==> src/rtl/wb_i2c_bfm_if_if.sv <==
// Bundle of every bus-facing signal of the Wishbone/I2C bench companion.
// The master modport is the companion's own view (it masters Wishbone and
// owns the slave side of I2C); the slave modport is the environment's view.
interface wb_i2c_bfm_if_if #(
  parameter int WB_ADDR_WIDTH  = 2,
  parameter int WB_DATA_WIDTH  = 8,
  parameter int I2C_DATA_WIDTH = 8
);
  // Request / response side
  logic                      req_valid_i;
  logic                      req_ready_o;
  logic                      req_we_i;
  logic [WB_ADDR_WIDTH-1:0]  req_adr_i;
  logic [WB_DATA_WIDTH-1:0]  req_dat_i;
  logic                      rsp_valid_o;
  logic [WB_DATA_WIDTH-1:0]  rsp_dat_o;
  // Wishbone master bus
  logic                      cyc_o;
  logic                      stb_o;
  logic                      we_o;
  logic [WB_ADDR_WIDTH-1:0]  adr_o;
  logic [WB_DATA_WIDTH-1:0]  dat_o;
  logic [WB_DATA_WIDTH-1:0]  dat_i;
  logic                      ack_i;
  // Wishbone monitor
  logic                      mon_valid_o;
  logic [WB_ADDR_WIDTH-1:0]  mon_adr_o;
  logic [WB_DATA_WIDTH-1:0]  mon_dat_o;
  logic                      mon_we_o;
  // I2C bus and transfer reporting
  logic                      scl_i;
  logic                      sda_i;
  logic                      scl_o;
  logic                      sda_o;
  logic                      i2c_start_o;
  logic                      i2c_addr_valid_o;
  logic                      i2c_op_o;
  logic                      i2c_byte_valid_o;
  logic [I2C_DATA_WIDTH-1:0] i2c_byte_o;
  logic [I2C_DATA_WIDTH-1:0] i2c_rd_dat_i;
  logic                      i2c_stop_o;

  modport master (
    input  req_valid_i, req_we_i, req_adr_i, req_dat_i, dat_i, ack_i,
           scl_i, sda_i, i2c_rd_dat_i,
    output req_ready_o, rsp_valid_o, rsp_dat_o, cyc_o, stb_o, we_o, adr_o,
           dat_o, mon_valid_o, mon_adr_o, mon_dat_o, mon_we_o, scl_o, sda_o,
           i2c_start_o, i2c_addr_valid_o, i2c_op_o, i2c_byte_valid_o,
           i2c_byte_o, i2c_stop_o
  );

  modport slave (
    output req_valid_i, req_we_i, req_adr_i, req_dat_i, dat_i, ack_i,
           scl_i, sda_i, i2c_rd_dat_i,
    input  req_ready_o, rsp_valid_o, rsp_dat_o, cyc_o, stb_o, we_o, adr_o,
           dat_o, mon_valid_o, mon_adr_o, mon_dat_o, mon_we_o, scl_o, sda_o,
           i2c_start_o, i2c_addr_valid_o, i2c_op_o, i2c_byte_valid_o,
           i2c_byte_o, i2c_stop_o
  );
endinterface

==> src/rtl/wb_i2c_bfm_if.sv <==
// Bench-side companion for the I2C multi-bus controller: a single-request
// Wishbone master with a cycle monitor, and an independent I2C slave that
// ACKs its own address and write bytes and serves read bytes.
module wb_i2c_bfm_if #(
  parameter int                      WB_ADDR_WIDTH  = 2,
  parameter int                      WB_DATA_WIDTH  = 8,
  parameter int                      I2C_ADDR_WIDTH = 7,
  parameter int                      I2C_DATA_WIDTH = 8,
  parameter logic [I2C_ADDR_WIDTH-1:0] SLAVE_ADDR   = 7'h22
) (
  input logic               clk_i,
  input logic               rst_ni,
  wb_i2c_bfm_if_if.master   bus
);

  // ---------------------------------------------------------------------
  // Wishbone master
  // ---------------------------------------------------------------------
  typedef enum logic {WB_IDLE, WB_BUS} wb_state_e;

  wb_state_e                r_wb_state;
  logic                     r_req_ready;
  logic                     r_rsp_valid;
  logic [WB_DATA_WIDTH-1:0] r_rsp_dat;
  logic                     r_cyc;
  logic                     r_stb;
  logic                     r_we;
  logic [WB_ADDR_WIDTH-1:0] r_adr;
  logic [WB_DATA_WIDTH-1:0] r_dat;
  logic                     r_mon_valid;
  logic [WB_ADDR_WIDTH-1:0] r_mon_adr;
  logic [WB_DATA_WIDTH-1:0] r_mon_dat;
  logic                     r_mon_we;

  // Request accept, hold the cycle until ack, then report and re-arm.
  // Ready is re-raised one cycle after returning to IDLE, so back-to-back
  // requests with an immediate ack run at one every three cycles.
  always_ff @(posedge clk_i or negedge rst_ni) begin
    if (!rst_ni) begin
      r_wb_state  <= WB_IDLE;
      r_req_ready <= 1'b0;
      r_rsp_valid <= 1'b0;
      r_rsp_dat   <= '0;
      r_cyc       <= 1'b0;
      r_stb       <= 1'b0;
      r_we        <= 1'b0;
      r_adr       <= '0;
      r_dat       <= '0;
      r_mon_valid <= 1'b0;
      r_mon_adr   <= '0;
      r_mon_dat   <= '0;
      r_mon_we    <= 1'b0;
    end else begin
      // NOTE: non-blocking assignments so every register in this block
      // samples pre-edge values regardless of statement order.
      r_rsp_valid <= 1'b0;
      r_mon_valid <= 1'b0;
      case (r_wb_state)
        WB_IDLE: begin
          if (r_req_ready && bus.req_valid_i) begin
            r_req_ready <= 1'b0;
            r_cyc       <= 1'b1;
            r_stb       <= 1'b1;
            r_we        <= bus.req_we_i;
            r_adr       <= bus.req_adr_i;
            r_dat       <= bus.req_dat_i;
            r_wb_state  <= WB_BUS;
          end else begin
            r_req_ready <= 1'b1;
          end
        end
        WB_BUS: begin
          if (bus.ack_i) begin
            r_rsp_dat   <= bus.dat_i;
            r_cyc       <= 1'b0;
            r_stb       <= 1'b0;
            r_we        <= 1'b0;
            r_rsp_valid <= 1'b1;
            r_mon_valid <= 1'b1;
            r_mon_adr   <= r_adr;
            r_mon_we    <= r_we;
            r_mon_dat   <= r_we ? r_dat : bus.dat_i;
            r_wb_state  <= WB_IDLE;
          end
        end
        default: r_wb_state <= WB_IDLE;
      endcase
    end
  end

  assign bus.req_ready_o = r_req_ready;
  assign bus.rsp_valid_o = r_rsp_valid;
  assign bus.rsp_dat_o   = r_rsp_dat;
  assign bus.cyc_o       = r_cyc;
  assign bus.stb_o       = r_stb;
  assign bus.we_o        = r_we;
  assign bus.adr_o       = r_adr;
  assign bus.dat_o       = r_dat;
  assign bus.mon_valid_o = r_mon_valid;
  assign bus.mon_adr_o   = r_mon_adr;
  assign bus.mon_dat_o   = r_mon_dat;
  assign bus.mon_we_o    = r_mon_we;

  // ---------------------------------------------------------------------
  // I2C input conditioning
  // ---------------------------------------------------------------------
  logic [1:0] r_scl_sync;
  logic [1:0] r_sda_sync;
  logic       r_scl_d;
  logic       r_sda_d;

  // Two-flop synchronizers plus one delayed copy for edge detection.
  always_ff @(posedge clk_i or negedge rst_ni) begin
    if (!rst_ni) begin
      // NOTE: reset to the idle-bus level (both lines high) so releasing
      // reset can never fabricate a START or STOP edge.
      r_scl_sync <= 2'b11;
      r_sda_sync <= 2'b11;
      r_scl_d    <= 1'b1;
      r_sda_d    <= 1'b1;
    end else begin
      r_scl_sync <= {r_scl_sync[0], bus.scl_i};
      r_sda_sync <= {r_sda_sync[0], bus.sda_i};
      r_scl_d    <= r_scl_sync[1];
      r_sda_d    <= r_sda_sync[1];
    end
  end

  logic w_scl;
  logic w_sda;
  logic w_scl_rise;
  logic w_scl_fall;
  logic w_start;
  logic w_stop;

  assign w_scl      = r_scl_sync[1];
  assign w_sda      = r_sda_sync[1];
  assign w_scl_rise = w_scl & ~r_scl_d;
  assign w_scl_fall = ~w_scl & r_scl_d;
  assign w_start    = w_scl & r_scl_d & r_sda_d & ~w_sda;
  assign w_stop     = w_scl & r_scl_d & ~r_sda_d & w_sda;

  // ---------------------------------------------------------------------
  // I2C slave FSM
  // ---------------------------------------------------------------------
  typedef enum logic [2:0] {
    I2C_IDLE, I2C_ADDR, I2C_ADDR_ACK, I2C_WR_DATA, I2C_WR_ACK,
    I2C_RD_DATA, I2C_RD_ACK
  } i2c_state_e;

  localparam int                CNT_W    = $clog2(I2C_DATA_WIDTH + 1);
  localparam logic [CNT_W-1:0]  LAST_BIT = CNT_W'(I2C_DATA_WIDTH - 1);
  localparam logic [CNT_W-1:0]  ALL_BITS = CNT_W'(I2C_DATA_WIDTH);

  i2c_state_e                r_i2c_state;
  logic [CNT_W-1:0]          r_bit_cnt;
  logic [I2C_DATA_WIDTH-1:0] r_shift;
  logic                      r_ack_phase;
  logic                      r_sda_o;
  logic                      r_start;
  logic                      r_addr_valid;
  logic                      r_op;
  logic                      r_byte_valid;
  logic [I2C_DATA_WIDTH-1:0] r_byte;
  logic                      r_stop;

  logic [I2C_DATA_WIDTH-1:0] w_shift_next;
  assign w_shift_next = {r_shift[I2C_DATA_WIDTH-2:0], w_sda};

  // Bus conditions first (START/STOP override everything), then per-state
  // bit shifting, ACK driving and read-byte serialisation. The ACK state
  // uses r_ack_phase: phase 0 waits for the fall that starts the ACK bit,
  // phase 1 waits for the fall that ends it.
  always_ff @(posedge clk_i or negedge rst_ni) begin
    if (!rst_ni) begin
      r_i2c_state  <= I2C_IDLE;
      r_bit_cnt    <= '0;
      r_shift      <= '0;
      r_ack_phase  <= 1'b0;
      r_sda_o      <= 1'b1;
      r_start      <= 1'b0;
      r_addr_valid <= 1'b0;
      r_op         <= 1'b0;
      r_byte_valid <= 1'b0;
      r_byte       <= '0;
      r_stop       <= 1'b0;
    end else begin
      r_start      <= 1'b0;
      r_addr_valid <= 1'b0;
      r_byte_valid <= 1'b0;
      r_stop       <= 1'b0;
      if (w_start) begin
        r_start     <= 1'b1;
        r_sda_o     <= 1'b1;
        r_bit_cnt   <= '0;
        r_ack_phase <= 1'b0;
        r_i2c_state <= I2C_ADDR;
      end else if (w_stop) begin
        r_stop      <= 1'b1;
        r_sda_o     <= 1'b1;
        r_i2c_state <= I2C_IDLE;
      end else begin
        case (r_i2c_state)
          I2C_IDLE: ;
          I2C_ADDR, I2C_WR_DATA: begin
            if (w_scl_rise) begin
              r_shift   <= w_shift_next;
              r_bit_cnt <= r_bit_cnt + CNT_W'(1);
              if (r_bit_cnt == LAST_BIT) begin
                r_bit_cnt   <= '0;
                r_ack_phase <= 1'b0;
                if (r_i2c_state == I2C_ADDR) begin
                  if (w_shift_next[I2C_DATA_WIDTH-1:1] == SLAVE_ADDR) begin
                    r_addr_valid <= 1'b1;
                    r_op         <= w_shift_next[0];
                    r_i2c_state  <= I2C_ADDR_ACK;
                  end else begin
                    r_i2c_state  <= I2C_IDLE;
                  end
                end else begin
                  r_byte_valid <= 1'b1;
                  r_byte       <= w_shift_next;
                  r_i2c_state  <= I2C_WR_ACK;
                end
              end
            end
          end
          I2C_ADDR_ACK, I2C_WR_ACK: begin
            if (w_scl_fall) begin
              if (!r_ack_phase) begin
                r_sda_o     <= 1'b0;
                r_ack_phase <= 1'b1;
              end else begin
                r_ack_phase <= 1'b0;
                r_bit_cnt   <= '0;
                if (r_i2c_state == I2C_ADDR_ACK && r_op) begin
                  r_shift     <= bus.i2c_rd_dat_i;
                  r_sda_o     <= bus.i2c_rd_dat_i[I2C_DATA_WIDTH-1];
                  r_i2c_state <= I2C_RD_DATA;
                end else begin
                  r_sda_o     <= 1'b1;
                  r_i2c_state <= I2C_WR_DATA;
                end
              end
            end
          end
          I2C_RD_DATA: begin
            if (w_scl_rise) begin
              r_bit_cnt <= r_bit_cnt + CNT_W'(1);
            end else if (w_scl_fall) begin
              if (r_bit_cnt == ALL_BITS) begin
                r_sda_o     <= 1'b1;
                r_ack_phase <= 1'b0;
                r_i2c_state <= I2C_RD_ACK;
              end else begin
                r_sda_o <= r_shift[I2C_DATA_WIDTH-2];
                r_shift <= {r_shift[I2C_DATA_WIDTH-2:0], 1'b0};
              end
            end
          end
          I2C_RD_ACK: begin
            if (!r_ack_phase) begin
              if (w_scl_rise) begin
                if (w_sda) r_i2c_state <= I2C_IDLE;
                else       r_ack_phase <= 1'b1;
              end
            end else if (w_scl_fall) begin
              r_ack_phase <= 1'b0;
              r_bit_cnt   <= '0;
              r_shift     <= bus.i2c_rd_dat_i;
              r_sda_o     <= bus.i2c_rd_dat_i[I2C_DATA_WIDTH-1];
              r_i2c_state <= I2C_RD_DATA;
            end
          end
          default: r_i2c_state <= I2C_IDLE;
        endcase
      end
    end
  end

  assign bus.scl_o            = 1'b1;
  assign bus.sda_o            = r_sda_o;
  assign bus.i2c_start_o      = r_start;
  assign bus.i2c_addr_valid_o = r_addr_valid;
  assign bus.i2c_op_o         = r_op;
  assign bus.i2c_byte_valid_o = r_byte_valid;
  assign bus.i2c_byte_o       = r_byte;
  assign bus.i2c_stop_o       = r_stop;

endmodule

==> src/flat_wrapper.sv <==
// flat-port wrapper written by rule: the top's interface ports become plain ports
module wb_i2c_bfm_if_flat 
#(
  parameter int                      WB_ADDR_WIDTH  = 2,
  parameter int                      WB_DATA_WIDTH  = 8,
  parameter int                      I2C_ADDR_WIDTH = 7,
  parameter int                      I2C_DATA_WIDTH = 8,
  parameter logic [I2C_ADDR_WIDTH-1:0] SLAVE_ADDR   = 7'h22
)
  (clk_i, rst_ni, bus_req_valid_i, bus_req_we_i, bus_req_adr_i, bus_req_dat_i, bus_dat_i, bus_ack_i, bus_scl_i, bus_sda_i, bus_i2c_rd_dat_i, bus_req_ready_o, bus_rsp_valid_o, bus_rsp_dat_o, bus_cyc_o, bus_stb_o, bus_we_o, bus_adr_o, bus_dat_o, bus_mon_valid_o, bus_mon_adr_o, bus_mon_dat_o, bus_mon_we_o, bus_scl_o, bus_sda_o, bus_i2c_start_o, bus_i2c_addr_valid_o, bus_i2c_op_o, bus_i2c_byte_valid_o, bus_i2c_byte_o, bus_i2c_stop_o);
  wb_i2c_bfm_if_if #(.WB_ADDR_WIDTH(WB_ADDR_WIDTH), .WB_DATA_WIDTH(WB_DATA_WIDTH), .I2C_DATA_WIDTH(I2C_DATA_WIDTH)) bus_i ();
  input logic clk_i;
  input logic rst_ni;
  input wire logic [$bits(bus_i.req_valid_i)-1:0] bus_req_valid_i;
  input wire logic [$bits(bus_i.req_we_i)-1:0] bus_req_we_i;
  input wire logic [$bits(bus_i.req_adr_i)-1:0] bus_req_adr_i;
  input wire logic [$bits(bus_i.req_dat_i)-1:0] bus_req_dat_i;
  input wire logic [$bits(bus_i.dat_i)-1:0] bus_dat_i;
  input wire logic [$bits(bus_i.ack_i)-1:0] bus_ack_i;
  input wire logic [$bits(bus_i.scl_i)-1:0] bus_scl_i;
  input wire logic [$bits(bus_i.sda_i)-1:0] bus_sda_i;
  input wire logic [$bits(bus_i.i2c_rd_dat_i)-1:0] bus_i2c_rd_dat_i;
  output wire logic [$bits(bus_i.req_ready_o)-1:0] bus_req_ready_o;
  output wire logic [$bits(bus_i.rsp_valid_o)-1:0] bus_rsp_valid_o;
  output wire logic [$bits(bus_i.rsp_dat_o)-1:0] bus_rsp_dat_o;
  output wire logic [$bits(bus_i.cyc_o)-1:0] bus_cyc_o;
  output wire logic [$bits(bus_i.stb_o)-1:0] bus_stb_o;
  output wire logic [$bits(bus_i.we_o)-1:0] bus_we_o;
  output wire logic [$bits(bus_i.adr_o)-1:0] bus_adr_o;
  output wire logic [$bits(bus_i.dat_o)-1:0] bus_dat_o;
  output wire logic [$bits(bus_i.mon_valid_o)-1:0] bus_mon_valid_o;
  output wire logic [$bits(bus_i.mon_adr_o)-1:0] bus_mon_adr_o;
  output wire logic [$bits(bus_i.mon_dat_o)-1:0] bus_mon_dat_o;
  output wire logic [$bits(bus_i.mon_we_o)-1:0] bus_mon_we_o;
  output wire logic [$bits(bus_i.scl_o)-1:0] bus_scl_o;
  output wire logic [$bits(bus_i.sda_o)-1:0] bus_sda_o;
  output wire logic [$bits(bus_i.i2c_start_o)-1:0] bus_i2c_start_o;
  output wire logic [$bits(bus_i.i2c_addr_valid_o)-1:0] bus_i2c_addr_valid_o;
  output wire logic [$bits(bus_i.i2c_op_o)-1:0] bus_i2c_op_o;
  output wire logic [$bits(bus_i.i2c_byte_valid_o)-1:0] bus_i2c_byte_valid_o;
  output wire logic [$bits(bus_i.i2c_byte_o)-1:0] bus_i2c_byte_o;
  output wire logic [$bits(bus_i.i2c_stop_o)-1:0] bus_i2c_stop_o;
  assign bus_i.req_valid_i = bus_req_valid_i;
  assign bus_i.req_we_i = bus_req_we_i;
  assign bus_i.req_adr_i = bus_req_adr_i;
  assign bus_i.req_dat_i = bus_req_dat_i;
  assign bus_i.dat_i = bus_dat_i;
  assign bus_i.ack_i = bus_ack_i;
  assign bus_i.scl_i = bus_scl_i;
  assign bus_i.sda_i = bus_sda_i;
  assign bus_i.i2c_rd_dat_i = bus_i2c_rd_dat_i;
  assign bus_req_ready_o = bus_i.req_ready_o;
  assign bus_rsp_valid_o = bus_i.rsp_valid_o;
  assign bus_rsp_dat_o = bus_i.rsp_dat_o;
  assign bus_cyc_o = bus_i.cyc_o;
  assign bus_stb_o = bus_i.stb_o;
  assign bus_we_o = bus_i.we_o;
  assign bus_adr_o = bus_i.adr_o;
  assign bus_dat_o = bus_i.dat_o;
  assign bus_mon_valid_o = bus_i.mon_valid_o;
  assign bus_mon_adr_o = bus_i.mon_adr_o;
  assign bus_mon_dat_o = bus_i.mon_dat_o;
  assign bus_mon_we_o = bus_i.mon_we_o;
  assign bus_scl_o = bus_i.scl_o;
  assign bus_sda_o = bus_i.sda_o;
  assign bus_i2c_start_o = bus_i.i2c_start_o;
  assign bus_i2c_addr_valid_o = bus_i.i2c_addr_valid_o;
  assign bus_i2c_op_o = bus_i.i2c_op_o;
  assign bus_i2c_byte_valid_o = bus_i.i2c_byte_valid_o;
  assign bus_i2c_byte_o = bus_i.i2c_byte_o;
  assign bus_i2c_stop_o = bus_i.i2c_stop_o;
  wb_i2c_bfm_if #(.WB_ADDR_WIDTH(WB_ADDR_WIDTH), .WB_DATA_WIDTH(WB_DATA_WIDTH), .I2C_ADDR_WIDTH(I2C_ADDR_WIDTH), .I2C_DATA_WIDTH(I2C_DATA_WIDTH), .SLAVE_ADDR(SLAVE_ADDR)) u_core (.clk_i(clk_i), .rst_ni(rst_ni), .bus(bus_i));
endmodule
==> config.mk <==
export PLATFORM = sky130hd
export DESIGN_NAME = wb_i2c_bfm_if_flat
export DESIGN_NICKNAME = d
export VERILOG_FILES = /design/src/rtl/wb_i2c_bfm_if_if.sv /design/src/rtl/wb_i2c_bfm_if.sv /design/src/flat_wrapper.sv
export SDC_FILE = /design/constraint.sdc
export NUM_CORES = 1
export LEC_CHECK = 0
export BUFFER_PORTS_ARGS = -buffer_cell sky130_fd_sc_hd__buf_2
export CORE_AREA = 2 2 83 85
export DETAILED_ROUTE_END_ITERATION = 7
export DIE_AREA = 0 0 85 87
export PLACE_DENSITY_LB_ADDON = 0.12
export SKIP_LAST_GASP = 1
export SYNTH_ARGS = -nofsm -noshare
export SYNTH_HDL_FRONTEND = slang
export SYNTH_SLANG_ARGS = --single-unit
==> constraint.sdc <==
create_clock -name clk_i -period 2.1 [get_ports clk_i]
set_clock_uncertainty 0.15 [all_clocks]
set_input_delay 0.21 -clock clk_i [delete_from_list [all_inputs] [get_ports clk_i]]
set_output_delay 0.21 -clock clk_i [all_outputs]
set_load 0.01 [all_outputs]
==> results.md <==
Power and ir drop:
- The power consumption is 4.73 mW.
- Power spread over the standard cell area amounts to 1020 nW/um2.
- The analysis attributes to cell leakage a power of 2.24 nW.
- Across the VDD grid, the largest voltage drop is 0.783 mV.

Placed design:
- The placed standard-cell area is 4060 um2.
- The weighted congestion reported at the end of routability-driven placement is 0.879.
- The post-detailed-placement half-perimeter wirelength is 5.76 mm.
- Prior to clock tree synthesis, the placed netlist has a worst setup slack of 0.0482 ns.
- Input and output buffers added on the ports amount to 81.

GRT:
- The combined global-route utilization of all metal layers is 23.9%.
- The number of global-route vias before repair is 2804.
- The pin count of the biggest net entering global routing is 70.
- The first global-routing pass estimated 13.8 mm of wire.
- The remaining global-route overflow is 0.
- The initial antenna violation count came to 0.

Floorplanning:
- The initial core utilization is 51.6%.
- The number of rows created at floorplan is 30.
- In this run the count of I/O pins placed on the die edge is 83.
- The die extent in x is 85 um.
- The die outline area is 7400 um2.
- The region available for standard cell placement spans 6570 um2.
- The die height is 87 um.

Critical path:
- The worst setup path is launched from a flip-flop.
- In this run the worst setup path begins at u_core.r_bit_cnt[0]$_DFFE_PN0P_.
- The worst setup path is of the flip-flop to flip-flop kind.
- STA puts the critical path data required time at 2.17 ns.
- The critical path data arrival time is 2.13 ns.
- The length in cells of the worst reg-to-reg path is 8.
- The largest fanout on the critical path is 7.
- The worst setup path is captured at a flip-flop.
- The source of the worst register-to-register timing path is u_core.r_bit_cnt[0]$_DFFE_PN0P_.

Job:
- The tool flagged a number of max-cap violations equal to 0.

Worst hold path:
- The path type of the worst min-delay path is primary input to flip-flop.
- The startpoint identified for the worst hold timing path is bus_i2c_rd_dat_i[1].
- The number of cells on the worst hold path is 4.

Synth:
- After synthesis, the netlist uses 54 different library cells.
- The synthesized design contains 0 enable-type register cells.
- The number of nets in the synthesized netlist is 356.
- The synthesized cell area is 3390 um2.
- The count of synthesis-stage warnings from yosys is 0.
- In the synthesized netlist the dominant register cell turns out to be sky130_fd_sc_hd__dfrtp_1.
- The mean post-synth cell area is 10.6 um2.
- Of all flip-flops after synthesis, the portion carrying an async set or reset was 100%.
- The fraction of the yosys area taken by sequential cells is 51.2%.
- The synthesis-stage register bit count is 69.
- Synthesis produced a netlist whose cell count is 321.

STA:
- The fmax is 485 MHz.
- The hold violation count in the final report is 0.
- After layout, the worst setup slack is 0.0386 ns.
- The count of final max-slew check failures came to 0.
- The worst pin sits at a relative slew slack of 64.3%.
- Setup repair after global routing could not meet its margin everywhere.
- The part of the cycle the worst path needs is 98.2%.
- The final number of setup-violating endpoints is 0.
- The minimum clock period after layout is 2.06 ns.
- At the pin with the least slew margin, the transition time is 0.535 ns.
- Across all hold checks on the routed design, the worst slack comes to 0.0391 ns.

Detailed routing:
- In this run the remaining antenna-violating nets after routing total 0.
- After detailed routing, the number of remaining DRC violations is 0.
- Dividing the detail-routed wire length by the instance count gives 15.9 um.
- After detailed routing, the number of vias per cell comes to 5.38.
- For this run, the detailed router's first-pass iteration total came to 4.
- Detailed routing inserted a total of 2897 vias.
- For this block, the initial DRC count from the detailed router was 219.
- Wires add up to 8.57 mm.

Finish:
- Compared with the post-synthesis result, the final layout area differs by 36.7%.
- The number of antenna diodes is 0.
- After filler insertion, the fill cell instance count of the layout stands at 491.
- Cells with a size suffix above 1 make up 41.3% of the layout.
- The final cell utilization of the core is 70.5%.
- Across the whole layout, storage elements account for 1740 um2.
- The total non-filler cell area in the finished layout is 4630 um2.
- The area used by multi-input combinational logic is 1550 um2.
- For this run, the post-layout net count is 488.

Clocking:
- After clock tree synthesis, the clock-pin slew on the worst setup and hold paths is 0.07 ns.
- In this run the clock root is driven by a sky130_fd_sc_hd__clkbuf_8.
- Counting the buffers created by CTS gives 9.
- No sink is reached through more buffers than the 2 on the longest clock path.
- The clock insertion delay at the later pin of the skew report is 0.34 ns.
- The clock tree from TritonCTS is built.
- The number of sinks on the clock net is 69.
- The count of H-tree levels built during CTS is 3.

Outcome:
- The run finished with clean final reports.
## per-stage QoR
stage	instances	setup TNS, ns
3_5_place_dp	493	0
4_1_cts	532	0
6_report	538	0
2_1_floorplan	321	0
3_3_place_gp	493	0
5_1_grt	538	-0.290
## layer usage
layer	global-route usage [%]	share of wire (%)
met5	0	0
met4	9.52	1.9
met3	5.12	6.2
met2	38.6	51
met1	31.6	41
## cell usage in the layout (no fill, tap or decap), types with 2 or more instances in the layout
cell / Yosys / final
sky130_fd_sc_hd__o2bb2ai_1: 3 / 3
sky130_fd_sc_hd__a311oi_1: 2 / 2
sky130_fd_sc_hd__o211a_1: 2 / 2
sky130_fd_sc_hd__o211ai_1: 2 / 2
sky130_fd_sc_hd__a21oi_1: 10 / 10
sky130_fd_sc_hd__nand3_1: 6 / 6
sky130_fd_sc_hd__buf_4: 4 / 33
sky130_fd_sc_hd__nand2_1: 43 / 43
sky130_fd_sc_hd__or2_2: 2 / 2
sky130_fd_sc_hd__clkbuf_8: 0 / 10
sky130_fd_sc_hd__nor2b_1: 7 / 7
sky130_fd_sc_hd__nor3_1: 3 / 3
sky130_fd_sc_hd__and2b_1: 2 / 2
sky130_fd_sc_hd__dlygate4sd3_1: 0 / 23
sky130_fd_sc_hd__buf_12: 0 / 3
sky130_fd_sc_hd__nand4_1: 2 / 2
sky130_fd_sc_hd__a31oi_1: 2 / 2
sky130_fd_sc_hd__dfstp_2: 7 / 7
sky130_fd_sc_hd__nand2b_1: 6 / 6
sky130_fd_sc_hd__mux2i_1: 8 / 8
sky130_fd_sc_hd__mux2_2: 37 / 37
sky130_fd_sc_hd__a2bb2oi_1: 2 / 2
sky130_fd_sc_hd__nor2_1: 11 / 11
sky130_fd_sc_hd__buf_2: 10 / 81
sky130_fd_sc_hd__inv_1: 12 / 12
sky130_fd_sc_hd__nand3b_1: 3 / 3
sky130_fd_sc_hd__o31ai_1: 3 / 3
sky130_fd_sc_hd__o2111ai_1: 2 / 2
sky130_fd_sc_hd__o22ai_1: 3 / 3
sky130_fd_sc_hd__dfrtp_1: 62 / 59
sky130_fd_sc_hd__bufinv_16: 0 / 3
sky130_fd_sc_hd__dfrtp_2: 0 / 3
sky130_fd_sc_hd__o21ai_0: 27 / 27
sky130_fd_sc_hd__o21a_1: 2 / 2
sky130_fd_sc_hd__and3_1: 3 / 3
## layout make-up
class | count | area share (%)
Clock buffer | 11 | 3.05
Sequential cell | 69 | 37.5
Tap cell | 80 | 2.16
Multi-Input combinational cell | 220 | 33.4
Inverter | 12 | 0.972
Timing Repair Buffer | 141 | 20.6
Clock inverter | 5 | 2.30
## timing repair
item                                    4_1_cts  5_1_grt
setup buffers                                 0        6
hold buffers                                 23        0
endpoints found under the setup margin        0       20
endpoints found under the hold margin        84        0
gates resized for setup                       0       13
## worst paths after layout
| check | slack [ns] | endpoint |
|---|---|---|
| max reg2reg | 0.04 | u_core.r_shift[4]$_DFFE_PN0P_ |
| max in group asynchronous | 1.19 | u_core.r_scl_sync[1]$_DFF_PN1_ |
| min | 0.04 | u_core.r_shift[1]$_DFFE_PN0P_ |
| min reg2reg | 0.21 | u_core.r_sda_sync[1]$_DFF_PN1_ |
| min in group asynchronous | 0.24 | u_core.r_i2c_state[2]$_DFFE_PN0P_ |
| max | 0.04 | u_core.r_shift[4]$_DFFE_PN0P_ |
## flip-flops by register name, indices dropped and copies added, names as in the netlist, 2 cells and up
name                   cells
u_core.r_shift             7
u_core.bus.dat_o           8
u_core.bus.mon_dat_o       8
u_core.r_scl_sync          2
u_core.r_bit_cnt           4
u_core.bus.rsp_dat_o       8
u_core.r_i2c_state         3
u_core.r_sda_sync          2
u_core.bus.i2c_byte_o      8
u_core.bus.mon_adr_o       2
u_core.bus.adr_o           2
## cell usage after synthesis, types with 3 or more instances
library cell,count,area [um2]
sky130_fd_sc_hd__nand2b_1,6,37.5
sky130_fd_sc_hd__buf_4,4,30.0
sky130_fd_sc_hd__o2bb2ai_1,3,26.3
sky130_fd_sc_hd__mux2i_1,8,80.1
sky130_fd_sc_hd__mux2_2,37,417
sky130_fd_sc_hd__nand3_1,6,30.0
sky130_fd_sc_hd__clkbuf_1,6,22.5
sky130_fd_sc_hd__buf_2,10,50.1
sky130_fd_sc_hd__and3_1,3,18.8
sky130_fd_sc_hd__a21oi_1,10,50.1
sky130_fd_sc_hd__o22ai_1,3,18.8
sky130_fd_sc_hd__inv_1,12,45.0
sky130_fd_sc_hd__dfrtp_1,62,1550
sky130_fd_sc_hd__nand2_1,43,161
sky130_fd_sc_hd__dfstp_2,7,184
sky130_fd_sc_hd__nor2b_1,7,43.8
sky130_fd_sc_hd__o31ai_1,3,22.5
sky130_fd_sc_hd__o21ai_0,27,135
sky130_fd_sc_hd__nor3_1,3,15.0
sky130_fd_sc_hd__nor2_1,11,41.3
sky130_fd_sc_hd__nand3b_1,3,22.5
## report_power, final
group | switching [mW] | internal [mW] | leakage, nW | total [mW]
Combinational | 0.663 | 0.706 | 1.26 | 1.37
Clock | 0.517 | 0.826 | 0.120 | 1.34
Sequential | 0.297 | 1.72 | 0.856 | 2.02
Total | 1.48 | 3.25 | 2.24 | 4.73
## kinds of logic (layout without fill, tap and decap cells)
| family | after synthesis | in the layout | share of synthesized area, % |
|---|---|---|---|
| adder cells (fa/ha/maj) | 2 | 2 | 0.738 |
| XOR/XNOR | 2 | 2 | 0.517 |
| flip-flops | 69 | 69 | 51.2 |
| multiplexers | 45 | 45 | 14.7 |
| AND/OR/NAND/NOR | 98 | 98 | 14.7 |
| other | 1 | 1 | 0.111 |
| buffers and inverters | 32 | 169 | 4.36 |
| AO/OA/AOI/OAI | 72 | 72 | 13.8 |
## critical path, stage by stage, from the launching register on
cell	delay, ns
sky130_fd_sc_hd__dfrtp_1	0.40
sky130_fd_sc_hd__inv_1	0.07
sky130_fd_sc_hd__ha_2	0.18
sky130_fd_sc_hd__nand3b_1	0.19
sky130_fd_sc_hd__a22oi_2	0.12
sky130_fd_sc_hd__o22ai_1	0.18
sky130_fd_sc_hd__and3_1	0.19
sky130_fd_sc_hd__buf_6	0.13
sky130_fd_sc_hd__mux2_2	0.34
(Power assumes the default switching activity.)
